==> src/rtl/imm_decode_pkg.sv <==
// Shared definitions for the immediate-decode front stage.
//   - RV32I opcode constants
//   - immediate format select codes (imm_sel_t)
//   - skid-buffer occupancy state encodings (occ_state_t)
//   - per-entry storage layout (entry_t)
//   - gen_imm(): builds the sign/zero-extended immediate for a format
package imm_decode_pkg;

  localparam logic [6:0] OPC_LUI    = 7'b0110111;
  localparam logic [6:0] OPC_AUIPC  = 7'b0010111;
  localparam logic [6:0] OPC_JAL    = 7'b1101111;
  localparam logic [6:0] OPC_JALR   = 7'b1100111;
  localparam logic [6:0] OPC_LOAD   = 7'b0000011;
  localparam logic [6:0] OPC_SYSTEM = 7'b1110011;
  localparam logic [6:0] OPC_OP_IMM = 7'b0010011;
  localparam logic [6:0] OPC_BRANCH = 7'b1100011;
  localparam logic [6:0] OPC_STORE  = 7'b0100011;
  localparam logic [6:0] OPC_OP     = 7'b0110011;

  typedef enum logic [2:0] {
    IMM_U     = 3'b000,
    IMM_J     = 3'b001,
    IMM_I     = 3'b010,
    IMM_B     = 3'b011,
    IMM_S     = 3'b100,
    IMM_SHAMT = 3'b101,
    IMM_NONE  = 3'b111
  } imm_sel_t;

  typedef enum logic [1:0] {
    OCC_EMPTY = 2'd0,
    OCC_ONE   = 2'd1,
    OCC_TWO   = 2'd2
  } occ_state_t;

  typedef struct packed {
    logic [31:0] instr;
    logic [31:0] pc;
    logic [31:0] imm;
    imm_sel_t    sel;
    logic [31:0] target;
    logic        illegal;
  } entry_t;

  function automatic logic [31:0] gen_imm(input logic [31:0] ins, input imm_sel_t sel);
    logic [31:0] imm;
    imm = 32'h0;
    case (sel)
      IMM_U:     imm = {ins[31:12], 12'b0};
      IMM_J:     imm = {{12{ins[31]}}, ins[19:12], ins[20], ins[30:21], 1'b0};
      IMM_I:     imm = {{20{ins[31]}}, ins[31:20]};
      IMM_B:     imm = {{20{ins[31]}}, ins[7], ins[30:25], ins[11:8], 1'b0};
      IMM_S:     imm = {{20{ins[31]}}, ins[31:25], ins[11:7]};
      // Shift amount only; funct7 (ins[31:25]) selects SRLI/SRAI elsewhere.
      IMM_SHAMT: imm = {27'b0, ins[24:20]};
      default:   imm = 32'h0;
    endcase
    return imm;
  endfunction

endpackage

==> src/rtl/imm_decode_stage_imm_type_decoder.sv <==
// imm_type_decoder: combinational classification of an RV32I opcode.
// Ports:
//   opcode    - instruction bits [6:0]
//   funct3    - instruction bits [14:12] (splits OP-IMM shifts from I-type)
//   sel       - immediate format code
//   illegal   - opcode is not part of RV32I
//   target_en - PC-relative target applies (JAL, branches, AUIPC)
module imm_type_decoder
  import imm_decode_pkg::*;
(
  input  logic [6:0] opcode,
  input  logic [2:0] funct3,
  output imm_sel_t   sel,
  output logic       illegal,
  output logic       target_en
);

  always_comb begin
    sel       = IMM_NONE;
    illegal   = 1'b0;
    target_en = 1'b0;
    case (opcode)
      OPC_LUI:   sel = IMM_U;
      OPC_AUIPC: begin
        sel       = IMM_U;
        target_en = 1'b1;
      end
      OPC_JAL: begin
        sel       = IMM_J;
        target_en = 1'b1;
      end
      OPC_JALR, OPC_LOAD, OPC_SYSTEM: sel = IMM_I;
      OPC_OP_IMM: begin
        // SLLI / SRLI / SRAI carry a shift amount instead of a 12-bit immediate.
        if (funct3 == 3'b001 || funct3 == 3'b101) sel = IMM_SHAMT;
        else                                      sel = IMM_I;
      end
      OPC_BRANCH: begin
        sel       = IMM_B;
        target_en = 1'b1;
      end
      OPC_STORE: sel = IMM_S;
      // Register-register ops are legal but have no immediate.
      OPC_OP:    sel = IMM_NONE;
      default:   illegal = 1'b1;
    endcase
  end

endmodule

==> src/rtl/imm_decode_stage.sv <==
// imm_decode_stage: decode front stage between IF and EX.
// Captures instructions over a valid/ready handshake, decodes the immediate
// format, immediate and PC-relative target at capture time, and holds up to
// two decoded entries in a FIFO-ordered skid buffer.
// Ports:
//   clk, reset                 - clock, asynchronous active-low reset
//   in_valid/in_ready          - upstream handshake (in_ready registered)
//   in_instruction, in_pc      - fetched instruction and its PC
//   flush                      - synchronous kill of all held entries
//   out_valid/out_ready        - downstream handshake
//   out_instruction, out_pc    - head entry instruction and PC
//   out_imm, out_imm_sel       - decoded immediate and its format code
//   out_target                 - in_pc + imm for J/B/AUIPC, else RESET_PC_TARGET
//   out_illegal                - head opcode is not RV32I
//   dbg_state                  - occupancy FSM state (EMPTY/ONE/TWO)
//
// Handshake: a transfer happens on a rising clk edge where valid and ready
// are both 1. Ready never depends combinationally on valid on either side.
module imm_decode_stage
  import imm_decode_pkg::*;
#(
  parameter int          XLEN            = 32,
  parameter logic [31:0] RESET_PC_TARGET = 32'h0
) (
  input  logic            clk,
  input  logic            reset,
  input  logic            in_valid,
  output logic            in_ready,
  input  logic [XLEN-1:0] in_instruction,
  input  logic [XLEN-1:0] in_pc,
  input  logic            flush,
  output logic            out_valid,
  input  logic            out_ready,
  output logic [XLEN-1:0] out_instruction,
  output logic [XLEN-1:0] out_pc,
  output logic [XLEN-1:0] out_imm,
  output logic [2:0]      out_imm_sel,
  output logic [XLEN-1:0] out_target,
  output logic            out_illegal,
  output logic [1:0]      dbg_state
);

  occ_state_t state_q, state_d;
  entry_t     head_q, tail_q;
  entry_t     new_entry;
  logic       in_ready_q;
  logic       acc, pop;

  imm_sel_t   dec_sel;
  logic       dec_illegal;
  logic       dec_target_en;

  imm_type_decoder u_type_dec (
    .opcode    (in_instruction[6:0]),
    .funct3    (in_instruction[14:12]),
    .sel       (dec_sel),
    .illegal   (dec_illegal),
    .target_en (dec_target_en)
  );

  // Decoded form of the presented instruction; stored as-is on capture.
  always_comb begin
    new_entry         = '0;
    new_entry.instr   = in_instruction;
    new_entry.pc      = in_pc;
    new_entry.sel     = dec_sel;
    new_entry.imm     = gen_imm(in_instruction, dec_sel);
    new_entry.illegal = dec_illegal;
    // Adder wraps modulo 2^32.
    new_entry.target  = dec_target_en ? (in_pc + new_entry.imm) : RESET_PC_TARGET;
  end

  assign acc = in_valid & in_ready_q;
  assign pop = out_valid & out_ready;

  // State register; in_ready is registered from the next state so it never
  // needs a combinational path from out_ready.
  always_ff @(posedge clk or negedge reset) begin
    if (!reset) begin
      state_q    <= OCC_EMPTY;
      in_ready_q <= 1'b0;
    end else begin
      state_q    <= state_d;
      in_ready_q <= (state_d != OCC_TWO);
    end
  end

  // Next-state logic; flush overrides every transition.
  always_comb begin
    state_d = state_q;
    if (flush) begin
      state_d = OCC_EMPTY;
    end else begin
      case (state_q)
        OCC_EMPTY: if (acc) state_d = OCC_ONE;
        OCC_ONE: begin
          if (acc && !pop)      state_d = OCC_TWO;
          else if (!acc && pop) state_d = OCC_EMPTY;
        end
        OCC_TWO:   if (pop) state_d = OCC_ONE;
        default:   state_d = OCC_EMPTY;
      endcase
    end
  end

  // Entry storage: head_q is always the oldest entry, tail_q the second.
  always_ff @(posedge clk or negedge reset) begin
    if (!reset) begin
      head_q <= '0;
      tail_q <= '0;
    end else if (!flush) begin
      case (state_q)
        OCC_EMPTY: if (acc) head_q <= new_entry;
        OCC_ONE: begin
          if (acc && pop) head_q <= new_entry;
          else if (acc)   tail_q <= new_entry;
        end
        OCC_TWO:   if (pop) head_q <= tail_q;
        default: ;
      endcase
    end
  end

  // Output logic.
  always_comb begin
    in_ready        = in_ready_q;
    out_valid       = (state_q != OCC_EMPTY);
    out_instruction = head_q.instr;
    out_pc          = head_q.pc;
    out_imm         = head_q.imm;
    out_imm_sel     = head_q.sel;
    out_target      = head_q.target;
    out_illegal     = head_q.illegal;
    dbg_state       = state_q;
  end

endmodule

==> config.mk <==
export PLATFORM = sky130hd
export DESIGN_NAME = imm_decode_stage
export DESIGN_NICKNAME = d
export VERILOG_FILES = /design/src/rtl/imm_decode_pkg.sv /design/src/rtl/imm_decode_stage_imm_type_decoder.sv /design/src/rtl/imm_decode_stage.sv
export SDC_FILE = /design/constraint.sdc
export NUM_CORES = 1
export LEC_CHECK = 0
export CORE_MARGIN = 3
export CORE_UTILIZATION = 40
export DETAILED_ROUTE_END_ITERATION = 10
export PLACE_DENSITY = 0.67
export SLEW_MARGIN = 10
export SYNTH_ARGS = -nofsm -noshare
export SYNTH_HDL_FRONTEND = slang
export SYNTH_SLANG_ARGS = --single-unit
export TNS_END_PERCENT = 10
==> constraint.sdc <==
create_clock -name clk -period 2.9 [get_ports clk]
set_clock_uncertainty 0.2 [all_clocks]
set_input_delay 0.58 -clock clk [delete_from_list [all_inputs] [get_ports clk]]
set_output_delay 0.58 -clock clk [all_outputs]
set_load 0.01 [all_outputs]
==> results of run 1 <==
-- cell type report --
cell class | instances | area, µm²
clock inverters | 9 | 83.8
repair buffers | 480 | 4400
multi-input cells | 1052 | 6980
fillers | 2680 | 12300
well taps | 435 | 544
flip-flops and latches | 267 | 6680
clock buffers | 42 | 855
inverters | 36 | 135
-- layer usage --
layer | wire length (µm) | GRT usage | up-vias
li1 | - | - | 5867
met1 | 19800 | 0.348 | 5951
met2 | 19900 | 0.382 | 324
met3 | 2580 | 0.0454 | 64
met4 | 972 | 0.0574 | 0
met5 | 0 | 0 | -
-- through the flow --
stage | power, mW | hold slack, ns | utilization
floorplan | 5.65 | 0.0844 | -
global placement | 6.90 | 0.251 | 0.558
detailed placement | 6.97 | 0.259 | 0.558
CTS | 10.7 | 0.0847 | 0.606
global route | 11.2 | 0.0826 | 0.616
finish | 10.7 | 0.0901 | 0.616
-- where the power goes --
part	leakage (nW)	internal (mW)	switching, mW	total (mW)
logic	5.06	1.29	1.12	2.41
clock network	0.464	2.13	1.50	3.63
registers	3.37	4.30	0.324	4.63
total	8.90	7.72	2.95	10.7
-- worst min-delay path by stage --
| stage | end | slack (ns) | cells past startpoint |
|---|---|---|---|
| after CTS | tail_q[104] | 0.08 | 2 |
| after detailed placement | tail_q[30] | 0.26 | 2 |
| after global placement | tail_q[30] | 0.25 | 2 |
| final | tail_q[104] | 0.09 | 2 |
| after global routing | tail_q[104] | 0.08 | 2 |
| after floorplan | dbg_state[0] | 0.08 | 0 |
-- flip-flops by register name, summed over array words and instances, names as in the netlist --
name             cells
tail_q             132
out_imm             32
dbg_state            2
out_target          32
out_illegal          1
out_pc              32
in_ready             1
out_instruction     32
out_imm_sel          3
-- timing repair --
| item | 4_1_cts | 5_1_grt |
|---|---|---|
| pin swaps | 58 | 32 |
| gates resized for setup | 127 | 57 |
| endpoints found under the setup margin | 68 | 57 |
| hold endpoints to repair | 73 | 0 |
| buffers inserted | 19 | 10 |
| hold buffers | 1 | 0 |
-- critical path: cells and delay by family --
kind                       cells  cell delay (ns)
AOI/OAI and AO/OA              8             1.63
and+or+nand+nor                7             1.25
buffers and inverters          4             0.55
adders and majority gates      1             0.22
-- layout by cell type, fill, tap and decap left out, types with 17 or more instances in the layout --
cell type and n:
nand2_1 291, dfrtp_1 267, buf_4 246, clkdlybuf4s50_1 194, nor2_1 133, o21ai_0 88, a31oi_1 76, mux2_2 72
a21oi_1 67, inv_1 30, clkbuf_16 29, a21oi_2 25, buf_12 19, nand3_1 18, a21o_1 18, o21ai_1 17
-- cell families after synthesis --
group,count (synthesis),share of synthesized area
AO/OA/AOI/OAI,378,0.171
XOR/XNOR,27,0.0180
adder cells (fa/ha/maj),32,0.0310
buffers and inverters,128,0.0366
flip-flops,267,0.508
multiplexers,75,0.0639
AND/OR/NAND/NOR,540,0.172
==> impl_summary.txt, run 1 <==
----------------------------------------------------
[STA]
  Tmin final ... between 3 and 4 ns
  RSZ-0062 raised after global routing ... true
  Fmax ... ~250 MHz
  Worst slew margin relative to its limit ... 0.545
  Post-layout worst setup margin ... -1.07 ns
  Max-slew violation total from the final report ... 0
  Transition time at the pin with the least slew margin ... roughly 0.68 ns
  Final Hold Violating Endpoints ... 0
  Total negative slack ... -36.07 ns
  Final worst path period share ... 1.37
  Final setup violation count ... 54

[Critical path]
  Worst flop-to-flop path startpoint ... dbg_state[1]
  Arrival time of the worst setup path ... 4.24 ns
  Capturing instance or port of the critical path ... tail_q[29]
  Slowest cell on the critical path ... a211o_1
  Critical path launch point ... in_instruction[4]
  Critical Path, Cell by Cell ... buf_12 > nand2b_4 > or2_4 > a211o_1 > o31a_1 > buf_6 > buf_12 > nor2_4 > and2_4 > ha_4 > and3_4 > a221oi_4 > o2111ai_2 > buf_4 > nand4_1 > o211ai_1 > a211o_1 > nor4b_2 > a311oi_2 > o21ai_1
  Endpoint type of the worst setup path ... flop
  End of the worst register-to-register path ... out_target[0]
  Number of cells on the worst reg-to-reg path ... 5
  Nature of the critical path startpoint ... primary input
  Highest net fanout along the worst path ... 7
  Worst Path Required ... roughly 3.2 ns
  Minimum setup slack among reg-to-reg paths ... ~0.67 ns
  Critical setup path kind ... primary input to flop
  Crit-path max cell delay ... between 0.4 and 0.5 ns

[Min path]
  Classification of the worst-slack hold path ... primary input to flop
  Worst hold path startpoint ... in_instruction[4]

[GRT]
  First-pass GRT wire length ... between 60000 and 70000 µm
  Maximum number of pins on one net before global-route repair ... 85
  Total congestion overflow ... 0
  Global Route Usage Sum ... 0.242
  Antenna violations before repair ... 0
  Via count of the first global-routing pass ... around 12000

[Die]
  X dimension of the die ... between 150 and 200 µm
  Height of the die ... about 190 µm
  Total number of placement rows ... 65
  Total die area ... between 30000 and 40000 µm²
  Area inside the core boundary ... about 32000 µm²
  Starting density of the core ... 0.412
  Top-level port count ... 205

[Synth]
  Average cell area after synthesis ... just over 9 µm²
  Number of warnings printed during yosys synthesis ... 0
  Post-synthesis cell count ... around 1400
  Post-synthesis register bit count ... 267
  Primary flip-flop cell chosen by synthesis mapping ... dfrtp_1
  Yosys cell types ... 57
  Share of Yosys cell area claimed by the top area cell type ... 0.508
  Number of nets in the synthesized netlist ... approximately 1500
  Share of flip-flops with an asynchronous set or reset ... 1.00
  Post-synth top area cell ... dfrtp_1
  Sequential cell area fraction in the yosys report ... 0.508
  Cell area after synthesis ... about 13000 µm²
  Library cell with the highest instance count after synthesis ... nand2_1
  Area contributors post-synth ... dfrtp_1 (51%), nand2_1 (8.5%), mux2_2 (6.2%)
  Most frequent cells after synthesis ... nand2_1 (299), dfrtp_1 (267), nor2_1 (140)
  Number of flops mapped to enable cells by yosys ... 0

[Outcome]
  Violated checks ... negative setup slack
  Run status ... finished, violations left

[Cells and area]
  Share of cells above drive strength 1 ... 0.295
  Post-route cell area ... about 20000 µm²
  Number of cells in the finished layout apart from fillers ... 2321
  Layout overhead on the synthesized area ... 49.5%
  Diodes inserted ... 0
  Nets ... 1967

[Routing]
  Number of nets with antenna violations after routing ... 0
  DRC violation count after routing ... 0
  Total iterations of the first detailed-routing run ... 6
  Total via count after detailed routing ... roughly 12000
  Vias per cell ... approximately 5.3
  Post-detailed-route wirelength per cell ... roughly 19 µm
  Detailed Route Iter0 Violations ... around 910
  Routed wire length ... 43200 µm

[Clock network]
  Depth of the CTS H-tree ... 1
  Clock tree root driver cell ... clkbuf_16
  Clock latency reported for the late side of the worst-skew pair ... roughly 0.54 ns
  CTS Buffer Depth ... 3
  Number of clock buffers inserted by TritonCTS ... 29
  Worst-path clk slew ... ~0.060 ns
  Clock tree from TritonCTS ... yes
  Sinks on the clock net ... between 200 and 300

[Placed design]
  Pre-CTS setup slack ... -2.17 ns
  Post-DP HPWL ... between 30000 and 40000 µm
  Placed cell areas ... between 15000 and 20000 µm²
  Port Buffer Count ... between 200 and 250
  Final Wtd Congestion ... between 0.8 and 0.9
  Placed Cells incl. Taps ... between 2000 and 2500

[Power]
  Worst vdd rail ir drop ... about 0.00041 V
  Pwr per Cell Area ... between 500 and 600 nW/µm²
  Leak pwr ... 8.90 nW

[Flow run]
  Number of maximum-capacitance violations ... 0

----------------------------------------------------
Note: power is estimated with default switching activity, not from simulation.
==> inputs of run 2 (changes only) <==
CELL_PAD_IN_SITES_DETAIL_PLACEMENT = 1   (was unset)
CELL_PAD_IN_SITES_GLOBAL_PLACEMENT = 2   (was unset)
CORE_UTILIZATION = 33   (was 40)
PLACE_DENSITY = 0.85   (was 0.67)
==> run 2 against run 1 <==
Die area grew 20%; sequential power is essentially flat; largest power group unchanged; the run still ends with negative setup slack left; largest cell class unchanged; critical endpoint unchanged; total power grew 5.1%; maximum frequency shrank 4.6%.
==> impl_summary.txt, run 2 (synthesized netlist as in run 1, its figures left out) <==
----------------------------------------------------
[Critical path]
  Cell repeated most along the worst path ... buf_6
  Number of cells on the worst reg-to-reg path ... 7
  Critical path launch point ... in_instruction[2]
  Critical Path, Cell by Cell ... buf_8 > buf_8 > buf_6 > or2_4 > a211o_1 > o31a_1 > buf_6 > nor3b_4 > buf_6 > a21oi_4 > inv_2 > ha_4 > a21o_1 > a21oi_2 > nor2b_2 > o41ai_2 > o211ai_1 > a211o_2 > nor4b_4 > a311oi_2 > o21ai_1
  Arrival time of the worst setup path ... roughly 4.5 ns
  Nature of the critical path startpoint ... primary input
  Crit-path leading delay family ... compound AO/OA/AOI/OAI gates
  Endpoint type of the worst setup path ... flop
  Critical setup path kind ... primary input to flop
  Worst flop-to-flop path startpoint ... dbg_state[0]
  Number of buffers and inverters on the critical path ... 6
  End of the worst register-to-register path ... out_imm[16]
  Highest net fanout along the worst path ... 7
  Minimum setup slack among reg-to-reg paths ... 0.59 ns
  Crit-path max cell delay ... between 0.4 and 0.5 ns
  Worst Path Required ... 3.19 ns
  Slowest cell on the critical path ... a211o_2

[Outcome]
  Run status ... finished, violations left
  Violated checks ... negative setup slack

[Routing]
  Detailed Route Iter0 Violations ... ~700
  Total via count after detailed routing ... between 10000 and 15000
  Routed wire length ... 52000 µm
  Vias per cell ... roughly 5.2
  Number of nets with antenna violations after routing ... 0
  Post-detailed-route wirelength per cell ... 21.3 µm
  Total iterations of the first detailed-routing run ... 7
  DRC violation count after routing ... 0

[STA]
  Post-layout worst setup margin ... -1.26 ns
  Final setup violation count ... 57
  Transition time at the pin with the least slew margin ... between 0.5 and 0.6 ns
  Tmin final ... ~4.2 ns
  Max-slew violation total from the final report ... 0
  Fmax ... about 240 MHz
  Final worst path period share ... 1.43
  RSZ-0062 raised after global routing ... true
  Worst slew margin relative to its limit ... 0.604
  Final Hold Violating Endpoints ... 0

[Die]
  Area inside the core boundary ... about 39000 µm²
  X dimension of the die ... a little over 200 µm
  Total die area ... about 42000 µm²
  Total number of placement rows ... between 70 and 80
  Height of the die ... slightly above 200 µm
  Starting density of the core ... 0.338
  Top-level port count ... around 200

[GRT]
  Global Route Usage Sum ... 0.243
  Antenna violations before repair ... 3
  First-pass GRT wire length ... about 80000 µm
  Via count of the first global-routing pass ... roughly 14000
  Total congestion overflow ... 0
  Maximum number of pins on one net before global-route repair ... 87

[Cells and area]
  Register containing the most flip-flops in the final layout ... tail_q
  Layout overhead on the synthesized area ... 53.9%
  Post-route cell area ... 20300 µm²
  Leading cell types in the layout, fill and taps excluded ... nand2_1 (290), buf_4 (279), dfrtp_1 (267), clkdlybuf4s50_1 (194), nor2_1 (133)
  Max FFs per register ... 132
  Filler cell count in the final layout ... between 4000 and 5000
  Share of cells above drive strength 1 ... 0.325
  Most frequent standard cell in the layout excluding fill and tap cells ... nand2_1
  Nets ... 2001

[Placed design]
  Final Wtd Congestion ... approximately 0.89
  Port Buffer Count ... a little over 200
  Pre-CTS setup slack ... -2.26 ns
  Placed cell areas ... approximately 18000 µm²
  Post-DP HPWL ... approximately 37000 µm

[Clock network]
  Worst-path clk slew ... 0.07 ns
  Clock latency reported for the late side of the worst-skew pair ... around 0.6 ns
  Clock tree from TritonCTS ... yes
  CTS Buffer Depth ... 3
  Sinks on the clock net ... approximately 270
  Depth of the CTS H-tree ... 1
  Number of clock buffers inserted by TritonCTS ... 30
  Clock tree root driver cell ... clkbuf_16

[Power]
  Pwr per Cell Area ... ~550 nW/µm²
  Leak pwr ... a little over 9 nW
  Worst vdd rail ir drop ... between 0.0003 and 0.0004 V

[Min path]
  Classification of the worst-slack hold path ... primary input to flop
  Hold Path Sink ... tail_q[104]
  Worst hold path startpoint ... in_instruction[4]
  Depth of the worst hold-timing path ... 2

[Flow run]
  Number of maximum-capacitance violations ... 0

----------------------------------------------------
run 2: cell count changes in the layout (fill, tap and decap cells not counted), moves of 4 or more:
| cell | delta |
|---|---|
| inv_1 | -6 |
| clkbuf_8 | -7 |
| buf_4 | +33 |
| ha_4 | +7 |
| o31ai_2 | +4 |
| o21ai_1 | +9 |
| o21ai_0 | -8 |
| clkinv_2 | +9 |
| ha_1 | -9 |
| bufinv_16 | +4 |
| o31ai_1 | -4 |
| inv_2 | +6 |
run 2: power by group:
part	internal, mW	switching [mW]	leakage (nW)
clock network	2.37	1.65	0.512
registers	4.30	0.351	3.37
logic	1.34	1.20	5.19
run 2: routing by layer:
| layer | wire (µm) | GRT usage |
|---|---|---|
| met5 | 11 | 0 |
| met4 | 1420 | 0.0676 |
| met3 | 2460 | 0.0377 |
| met2 | 25100 | 0.406 |
| met1 | 23000 | 0.327 |
run 2: what timing repair did:
action / 4_1_cts / 5_1_grt
hold endpoints to repair: 48 / 0
setup endpoints to repair: 69 / 62
pin swaps: 50 / 60
gates cloned: 1 / 0
setup buffers: 41 / 17
hold buffers: 1 / 0
resized for setup: 146 / 80
run 2: metrics by stage:
| stage | hold slack (ns) | power (mW) | instances | util | setup TNS [ns] |
|---|---|---|---|---|---|
| finish | 0.0838 | 11.2 | 2444 | 0.519 | -47.60 |
| CTS | 0.0527 | 11.2 | 2427 | 0.508 | -42.77 |
| floorplan | 0.0844 | 5.65 | 1447 | - | -41.69 |
| global route | 0.0825 | 11.7 | 2444 | 0.519 | -55.77 |
| global placement | 0.258 | 6.96 | 2328 | 0.460 | -127.24 |
| detailed placement | 0.268 | 7.06 | 2328 | 0.460 | -136.62 |
run 2: area by class of cell:
cell class	count	area [µm²]	area share
antenna	2	5.00	0.000247
clock buffer	33	772	0.0381
clock inverter	23	263	0.0130
inverter	36	135	0.00667
multi-input combinational	1052	7140	0.352
sequential	267	6680	0.330
tap	518	648	0.0320
timing repair buffer	513	4620	0.228
run 2: worst max-delay path by stage:
| stage | end | cells after the start |
|---|---|---|
| 6_report | tail_q[29] | 21 |
| 5_1_grt | tail_q[29] | 21 |
| 3_3_place_gp | out_target[31] | 18 |
| 2_1_floorplan | out_target[31] | 17 |
| 3_5_place_dp | out_target[29] | 18 |
| 4_1_cts | out_target[31] | 21 |
